### src/rtl/pc_sequencer_if.sv
// Instruction-memory request/response bus between the PC sequencer
// (master) and the instruction memory (slave).
interface pc_sequencer_if;
    logic        if_req;
    logic [31:0] if_addr;
    logic        if_ready;
    logic [31:0] if_rdata;

    modport master (
        output if_req,
        output if_addr,
        input  if_ready,
        input  if_rdata
    );

    modport slave (
        input  if_req,
        input  if_addr,
        output if_ready,
        output if_rdata
    );
endinterface

### src/rtl/pc_sequencer.sv
// PC sequencer: drives the instruction-fetch request stream, delivers one
// fetched instruction per cycle to IF/ID, and applies branch redirects
// (with delay slot) and exception redirects (highest priority).
module pc_sequencer #(
    parameter logic [31:0] RESET_PC = 32'hBFC00000
) (
    input  logic                 clk,
    input  logic                 rst_n,
    input  logic                 stall,
    input  logic                 id_valid,
    input  logic                 branch_flag,
    input  logic [31:0]          branch_addr,
    input  logic                 exc_flag,
    input  logic [31:0]          exc_addr,
    pc_sequencer_if.master       mem,
    output logic                 fetch_valid,
    output logic [31:0]          fetch_pc,
    output logic [31:0]          fetch_inst
);

    typedef enum logic [1:0] {
        IDLE  = 2'd0,
        FETCH = 2'd1,
        HOLD  = 2'd2,
        DRAIN = 2'd3
    } state_t;

    state_t      state_q, state_d;
    logic [31:0] pc_q, pc_d;
    logic [31:0] req_addr_q, req_addr_d;
    logic        pend_valid_q, pend_valid_d;
    logic [31:0] pend_addr_q, pend_addr_d;
    logic [31:0] hold_inst_q, hold_inst_d;
    logic        if_req_q, if_req_d;
    logic [31:0] if_addr_q, if_addr_d;
    logic        fetch_valid_q, fetch_valid_d;
    logic [31:0] fetch_pc_q, fetch_pc_d;
    logic [31:0] fetch_inst_q, fetch_inst_d;

    logic        branch_acc;
    logic [31:0] seq_pc;
    logic [31:0] next_pc;
    logic        deliver;

    // A branch counts only when ID really holds it, the pipe moves and no
    // exception pre-empts it.
    assign branch_acc = branch_flag & id_valid & ~stall & ~exc_flag;
    assign seq_pc     = pc_q + 32'd4;
    // A parked redirect wins over a fresh one: it belongs to an older branch
    // whose delay slot is the fetch now completing.
    assign next_pc    = pend_valid_q ? pend_addr_q :
                        branch_acc   ? branch_addr : seq_pc;

    // Next-state, redirect bookkeeping and registered output computation.
    always_comb begin
        state_d       = state_q;
        pc_d          = pc_q;
        req_addr_d    = req_addr_q;
        pend_valid_d  = pend_valid_q;
        pend_addr_d   = pend_addr_q;
        hold_inst_d   = hold_inst_q;
        fetch_pc_d    = fetch_pc_q;
        fetch_inst_d  = fetch_inst_q;
        deliver       = 1'b0;

        case (state_q)
            IDLE: begin
                state_d = FETCH;
            end
            FETCH: begin
                if (mem.if_ready && !exc_flag) begin
                    if (stall) begin
                        // Memory will not wait for us: park the word and its pc.
                        hold_inst_d = mem.if_rdata;
                        req_addr_d  = pc_q;
                        state_d     = HOLD;
                    end else begin
                        deliver      = 1'b1;
                        fetch_pc_d   = pc_q;
                        fetch_inst_d = mem.if_rdata;
                    end
                end else if (!mem.if_ready && exc_flag) begin
                    // The outstanding request must finish at its original
                    // address; remember it while pc moves to the handler.
                    req_addr_d = pc_q;
                    state_d    = DRAIN;
                end
            end
            HOLD: begin
                if (exc_flag) begin
                    state_d = FETCH;
                end else if (!stall) begin
                    deliver      = 1'b1;
                    fetch_pc_d   = req_addr_q;
                    fetch_inst_d = hold_inst_q;
                    state_d      = FETCH;
                end
            end
            DRAIN: begin
                if (mem.if_ready) begin
                    state_d = FETCH;
                end
            end
            default: begin
                state_d = IDLE;
            end
        endcase

        // Delivery and exception are mutually exclusive (delivery needs
        // !exc_flag), so this ordering only separates branch parking.
        if (deliver) begin
            pc_d         = next_pc;
            pend_valid_d = 1'b0;
        end else if (exc_flag) begin
            pc_d         = exc_addr;
            pend_valid_d = 1'b0;
        end else if (branch_acc) begin
            pend_valid_d = 1'b1;
            pend_addr_d  = branch_addr;
        end

        fetch_valid_d = deliver;
        if_req_d      = (state_d == FETCH) || (state_d == DRAIN);
        if_addr_d     = (state_d == DRAIN) ? req_addr_d : pc_d;
    end

    // State and output registers with asynchronous active-low reset.
    always_ff @(posedge clk or negedge rst_n) begin
        if (!rst_n) begin
            state_q       <= IDLE;
            pc_q          <= RESET_PC;
            req_addr_q    <= 32'd0;
            pend_valid_q  <= 1'b0;
            pend_addr_q   <= 32'd0;
            hold_inst_q   <= 32'd0;
            if_req_q      <= 1'b0;
            if_addr_q     <= 32'd0;
            fetch_valid_q <= 1'b0;
            fetch_pc_q    <= 32'd0;
            fetch_inst_q  <= 32'd0;
        end else begin
            state_q       <= state_d;
            pc_q          <= pc_d;
            req_addr_q    <= req_addr_d;
            pend_valid_q  <= pend_valid_d;
            pend_addr_q   <= pend_addr_d;
            hold_inst_q   <= hold_inst_d;
            if_req_q      <= if_req_d;
            if_addr_q     <= if_addr_d;
            fetch_valid_q <= fetch_valid_d;
            fetch_pc_q    <= fetch_pc_d;
            fetch_inst_q  <= fetch_inst_d;
        end
    end

    assign mem.if_req  = if_req_q;
    assign mem.if_addr = if_addr_q;
    assign fetch_valid = fetch_valid_q;
    assign fetch_pc    = fetch_pc_q;
    assign fetch_inst  = fetch_inst_q;

endmodule

### src/flat_wrapper.sv
// flat-port wrapper written by rule: the top's interface ports become plain ports
module pc_sequencer_flat 
#(
    parameter logic [31:0] RESET_PC = 32'hBFC00000
)
  (clk, rst_n, stall, id_valid, branch_flag, branch_addr, exc_flag, exc_addr, fetch_valid, fetch_pc, fetch_inst, mem_if_req, mem_if_addr, mem_if_ready, mem_if_rdata);
  pc_sequencer_if mem_i ();
  input  logic clk;
  input  logic rst_n;
  input  logic stall;
  input  logic id_valid;
  input  logic branch_flag;
  input  logic [31:0] branch_addr;
  input  logic exc_flag;
  input  logic [31:0] exc_addr;
  output logic fetch_valid;
  output logic [31:0] fetch_pc;
  output logic [31:0] fetch_inst;
  output wire logic [$bits(mem_i.if_req)-1:0] mem_if_req;
  output wire logic [$bits(mem_i.if_addr)-1:0] mem_if_addr;
  input wire logic [$bits(mem_i.if_ready)-1:0] mem_if_ready;
  input wire logic [$bits(mem_i.if_rdata)-1:0] mem_if_rdata;
  assign mem_if_req = mem_i.if_req;
  assign mem_if_addr = mem_i.if_addr;
  assign mem_i.if_ready = mem_if_ready;
  assign mem_i.if_rdata = mem_if_rdata;
  pc_sequencer #(.RESET_PC(RESET_PC)) u_core (.clk(clk), .rst_n(rst_n), .stall(stall), .id_valid(id_valid), .branch_flag(branch_flag), .branch_addr(branch_addr), .exc_flag(exc_flag), .exc_addr(exc_addr), .mem(mem_i), .fetch_valid(fetch_valid), .fetch_pc(fetch_pc), .fetch_inst(fetch_inst));
endmodule
### config.mk
export PLATFORM = sky130hd
export DESIGN_NAME = pc_sequencer_flat
export DESIGN_NICKNAME = d
export VERILOG_FILES = /design/src/rtl/pc_sequencer_if.sv /design/src/rtl/pc_sequencer.sv /design/src/flat_wrapper.sv
export SDC_FILE = /design/constraint.sdc
export NUM_CORES = 1
export LEC_CHECK = 0
export ABC_AREA = 1
export BUFFER_PORTS_ARGS = -buffer_cell sky130_fd_sc_hd__buf_4
export CELL_PAD_IN_SITES_DETAIL_PLACEMENT = 0
export CELL_PAD_IN_SITES_GLOBAL_PLACEMENT = 2
export CORE_MARGIN = 3
export CORE_UTILIZATION = 33
export DETAILED_ROUTE_END_ITERATION = 8
export GPL_TIMING_DRIVEN = 0
export PLACE_DENSITY_LB_ADDON = 0.1
export SETUP_SLACK_MARGIN = 0.5
export SLEW_MARGIN = 20
export SYNTH_ARGS = -nofsm -noshare
export SYNTH_HDL_FRONTEND = slang
export SYNTH_SLANG_ARGS = --single-unit
### constraint.sdc
create_clock -name clk -period 2.6 [get_ports clk]
set_clock_uncertainty 0.15 [all_clocks]
set_input_delay 0.26 -clock clk [delete_from_list [all_inputs] [get_ports clk]]
set_output_delay 0.26 -clock clk [all_outputs]
set_load 0.02 [all_outputs]
==> results.md <==
- Status: complete, but fails checks
- Failing checks: negative hold slack
- Final Net Count: 1,800
- Worst slew pin tran: 791 ps
- Gate power share: 0.417
- Hold Path Sink: u_core.pc_q[7]
- Register area: 0.00572 mm²
- Average size of a mapped cell: 8.24 µm²
- Metal3 WL: 1.65 mm
- WS Path Type: reg -> reg
- VDD IR max: 0.000545 V
- # diodes: 0
- Setup ws final: 527 ps
- Sink Count: 228
- Global-route usage over all layers: 0.214
- Metal2 WL: 17.9 mm
- Pin count of the biggest net entering global routing: 74
- Worst-path clk slew: 60 ps
- Gate Count Post-Synth: 1,356
- Int Power: 0.0101 W
- Residual DRC: 0
- Mapped Nets: 1,465
- Ys Warns: 0
- DIE WIDTH: 190 µm
- Hold crit path type: in -> reg
- Initial DRC count: 612
- Placed insts: 2,000
- Row Count: 66
- P_sw: 0.00640 W
- Die H: 190 µm
- Multi-input logic area: 0.00493 mm²
- Fin. Hold Viols: 1
- Setup crit end kind: flop
- Initial antenna violation count: 0
- Hold depth: 5
- Vias: 10,300
- Clk_lat worst skew: 540 ps
- CTS H-tree lvls: 1
- TritonRoute pass-1 iters: 5
- Via count of the first global-routing pass: 10,400
- Max layer used: met4
- Crit path largest cell delay: 380 ps
- WP buf/inv: 4
- Final wirelength: 39.1 mm
- Yosys top cell area share: 0.490
- Final Max Slew Viols: 0
- Main area contributors after synthesis: dfrtp_1, nand2_1, o21ai_0
- Worst R2R Path Depth: 11
- CTS tree: yes
- Final-report setup violation count: 0
- M1 WL: 18.7 mm
- Grt total ovfl: 0
- Placeable Area: 0.0329 mm²
- Sequential-to-total area share from yosys stat: 0.511
- Leak Pwr: 7.45 nW
- First-pass GRT wire length: 60.2 mm
- Crit path time final: 2070 ps
- Crit-path cells: buf_4 > ha_4 > inv_2 > o21ai_2 > nand3_4 > clkbuf_16 > buf_4 > a21oi_2 > nand2_1 > nand3_1 > nand2_1
- Num ports: 201
- Unique masters post-synth: 36
- Drt wl/cell: 18.1 µm
- Worst Path Required: 2850 ps
- Pre-CTS worst setup slack: -170 ps
- Clock power frac: 0.224
- Synth Cell Area: 0.0112 mm²
- Antenna-violating nets left: 0
- Filler instances: 3,360
- Fmax: 482 MHz
- Hold Crit Start: exc_addr[7]
- Initial Util: 0.339
- PortBufs: 199
- Non-Filler Instances: 2,155
- Worst-path maximum fanout: 6
- Most area-hungry cell type in the Yosys netlist: dfrtp_1
- Fin crit share: 0.797
- Gpl congestion: 0.859
- Synth-to-Final Area Change: 39.1%
- Max-cap violations: 0
- CP Launch Type: flop
- CP max-delay cell: dfrtp_2
- Critical Path AT: 2330 ps
- Synth Register Bits: 228
- Dpl hpwl: 29.1 mm
- Crit-path leading delay family: buffers and inverters
- Worst flop-to-flop path startpoint: u_core.mem.if_req
- Flop pwr share: 0.359
- RR Endpoint: u_core.mem.if_addr[31]
- Root Driver: clkbuf_16
- DR vias/cell: 4.79
- Highest-count cells in the layout ignoring fill and taps: nand2_1, buf_4, dfrtp_1, o21ai_0, inv_1
- Die Footprint: 0.0361 mm²
- Relative slew margins: 0.472
- Share of post-route cells with drive strength above 1: 0.250
- Switching share of power: 0.388
- Clk buf depth: 3
- RSZ-0062 raised after global routing: yes
- Reg2reg setup slack: 530 ps
- Leading cell type in the layout, fill and taps excluded: nand2_1
- Clock buffer count from CTS: 28
- Hold WS: -4.77 ps
- Cell Pwr Density: 1060 mW/mm²
## state kept, by name (all words and copies together), names as in the netlist, 32 cells and up
register / count
u_core.fetch_inst: 32
u_core.fetch_pc: 32
u_core.hold_inst_q: 32
u_core.mem.if_addr: 32
u_core.pc_q: 32
u_core.pend_addr_q: 32
u_core.req_addr_q: 32
## worst register-to-register path, cell delays in order, from the launching register on
cell	delay, ps
dfrtp_2	380
buf_4	130
ha_4	150
inv_2	50
o21ai_2	160
nand3_4	170
clkbuf_16	210
buf_4	170
a21oi_2	140
nand2_1	70
nand3_1	60
nand2_1	100
## worst max path at each step
stage	from	endpoint	slack, ps	cells past startpoint
2_1_floorplan	u_core.mem.if_req	u_core.pend_addr_q[10]	550	7
3_5_place_dp	u_core.mem.if_req	u_core.fetch_pc[11]	-170	9
3_3_place_gp	rst_n	u_core.pend_addr_q[28]	-810	1
6_report	u_core.mem.if_req	u_core.mem.if_addr[31]	530	11
5_1_grt	u_core.mem.if_req	u_core.mem.if_addr[31]	420	11
4_1_cts	u_core.mem.if_req	u_core.mem.if_addr[31]	480	11
## synthesized netlist by cell type
| master | number |
|---|---|
| nand2_1 | 446 |
| dfrtp_1 | 219 |
| o21ai_0 | 140 |
| inv_1 | 99 |
| nand3_1 | 67 |
| o21a_1 | 64 |
| a21oi_1 | 45 |
| nor2_1 | 44 |
| clkbuf_1 | 35 |
| o21ai_1 | 34 |
| o211ai_1 | 29 |
| buf_2 | 28 |
| a21boi_1 | 19 |
| mux2_2 | 19 |
| buf_6 | 9 |
| dfstp_2 | 9 |
| ha_1 | 6 |
| a21oi_2 | 5 |
| inv_2 | 5 |
| a32oi_1 | 4 |
| nand2_2 | 4 |
| nor2_2 | 4 |
| nor2_4 | 3 |
| a22oi_1 | 2 |
| buf_1 | 2 |
| buf_4 | 2 |
| clkinv_1 | 2 |
| o21bai_1 | 2 |
| xor2_1 | 2 |
| a211oi_1 | 1 |
| a31o_2 | 1 |
| and2_1 | 1 |
| inv_4 | 1 |
| nand2_4 | 1 |
| nand3_2 | 1 |
| nand4_1 | 1 |
## what timing repair did
item | CTS | global route
gates resized for setup | 65 | 67
setup endpoints to repair | 174 | 142
hold buffers | 85 | 0
pin swaps | 1 | 17
setup buffers | 9 | 9
endpoints found under the hold margin | 267 | 0
## per-stage QoR
| stage | instance area (µm²) | util | total power [W] | hold slack (ps) | setup TNS, ps |
|---|---|---|---|---|---|
| 2_1_floorplan | 11200 | - | 0.00962 | -186 | 0 |
| 3_3_place_gp | 13200 | 0.401 | 0.0123 | 312 | -173300 |
| 3_5_place_dp | 13300 | 0.404 | 0.0124 | 37.0 | -1180 |
| 4_1_cts | 15300 | 0.464 | 0.0165 | 1.35 | 0 |
| 5_1_grt | 15500 | 0.472 | 0.0176 | 11.3 | 0 |
| 6_report | 15500 | 0.472 | 0.0165 | -4.77 | 0 |
## power by group through the flow
stage	combinational, W	sequential [W]	clock (W)
final	0.00687	0.00592	0.00369
after global routing	0.00754	0.00611	0.00393
after CTS	0.00676	0.00591	0.00379
after detailed placement	0.00644	0.00596	0
after global placement	0.00638	0.00593	0
after floorplan	0.00289	0.00673	0
## routing by layer
layer,up-vias,GRT usage
met5,-,0
met4,0,0.0500
met3,45,0.0254
met2,235,0.352
met1,4927,0.304
li1,5116,-
## layout make-up
cell class                      instances  area share
Inverter                              107      0.0261
Clock buffer                           43      0.0526
Buffer                                 76      0.0326
Tap cell                              442      0.0356
Clock inverter                          9     0.00306
Timing Repair Buffer                  305       0.165
Sequential cell                       228       0.368
Multi-Input combinational cell        945       0.317
## kinds of logic after synthesis
kind of cell | Yosys count | share of synthesized area
buf+inv | 183 | 0.0715
compound gates | 346 | 0.184
flops | 228 | 0.511
fa+ha+maj | 6 | 0.00672
simple gates | 572 | 0.205
mux | 19 | 0.0191
xor+xnor | 2 | 0.00157
No activity file was read; power rests on OpenSTA's default activity.
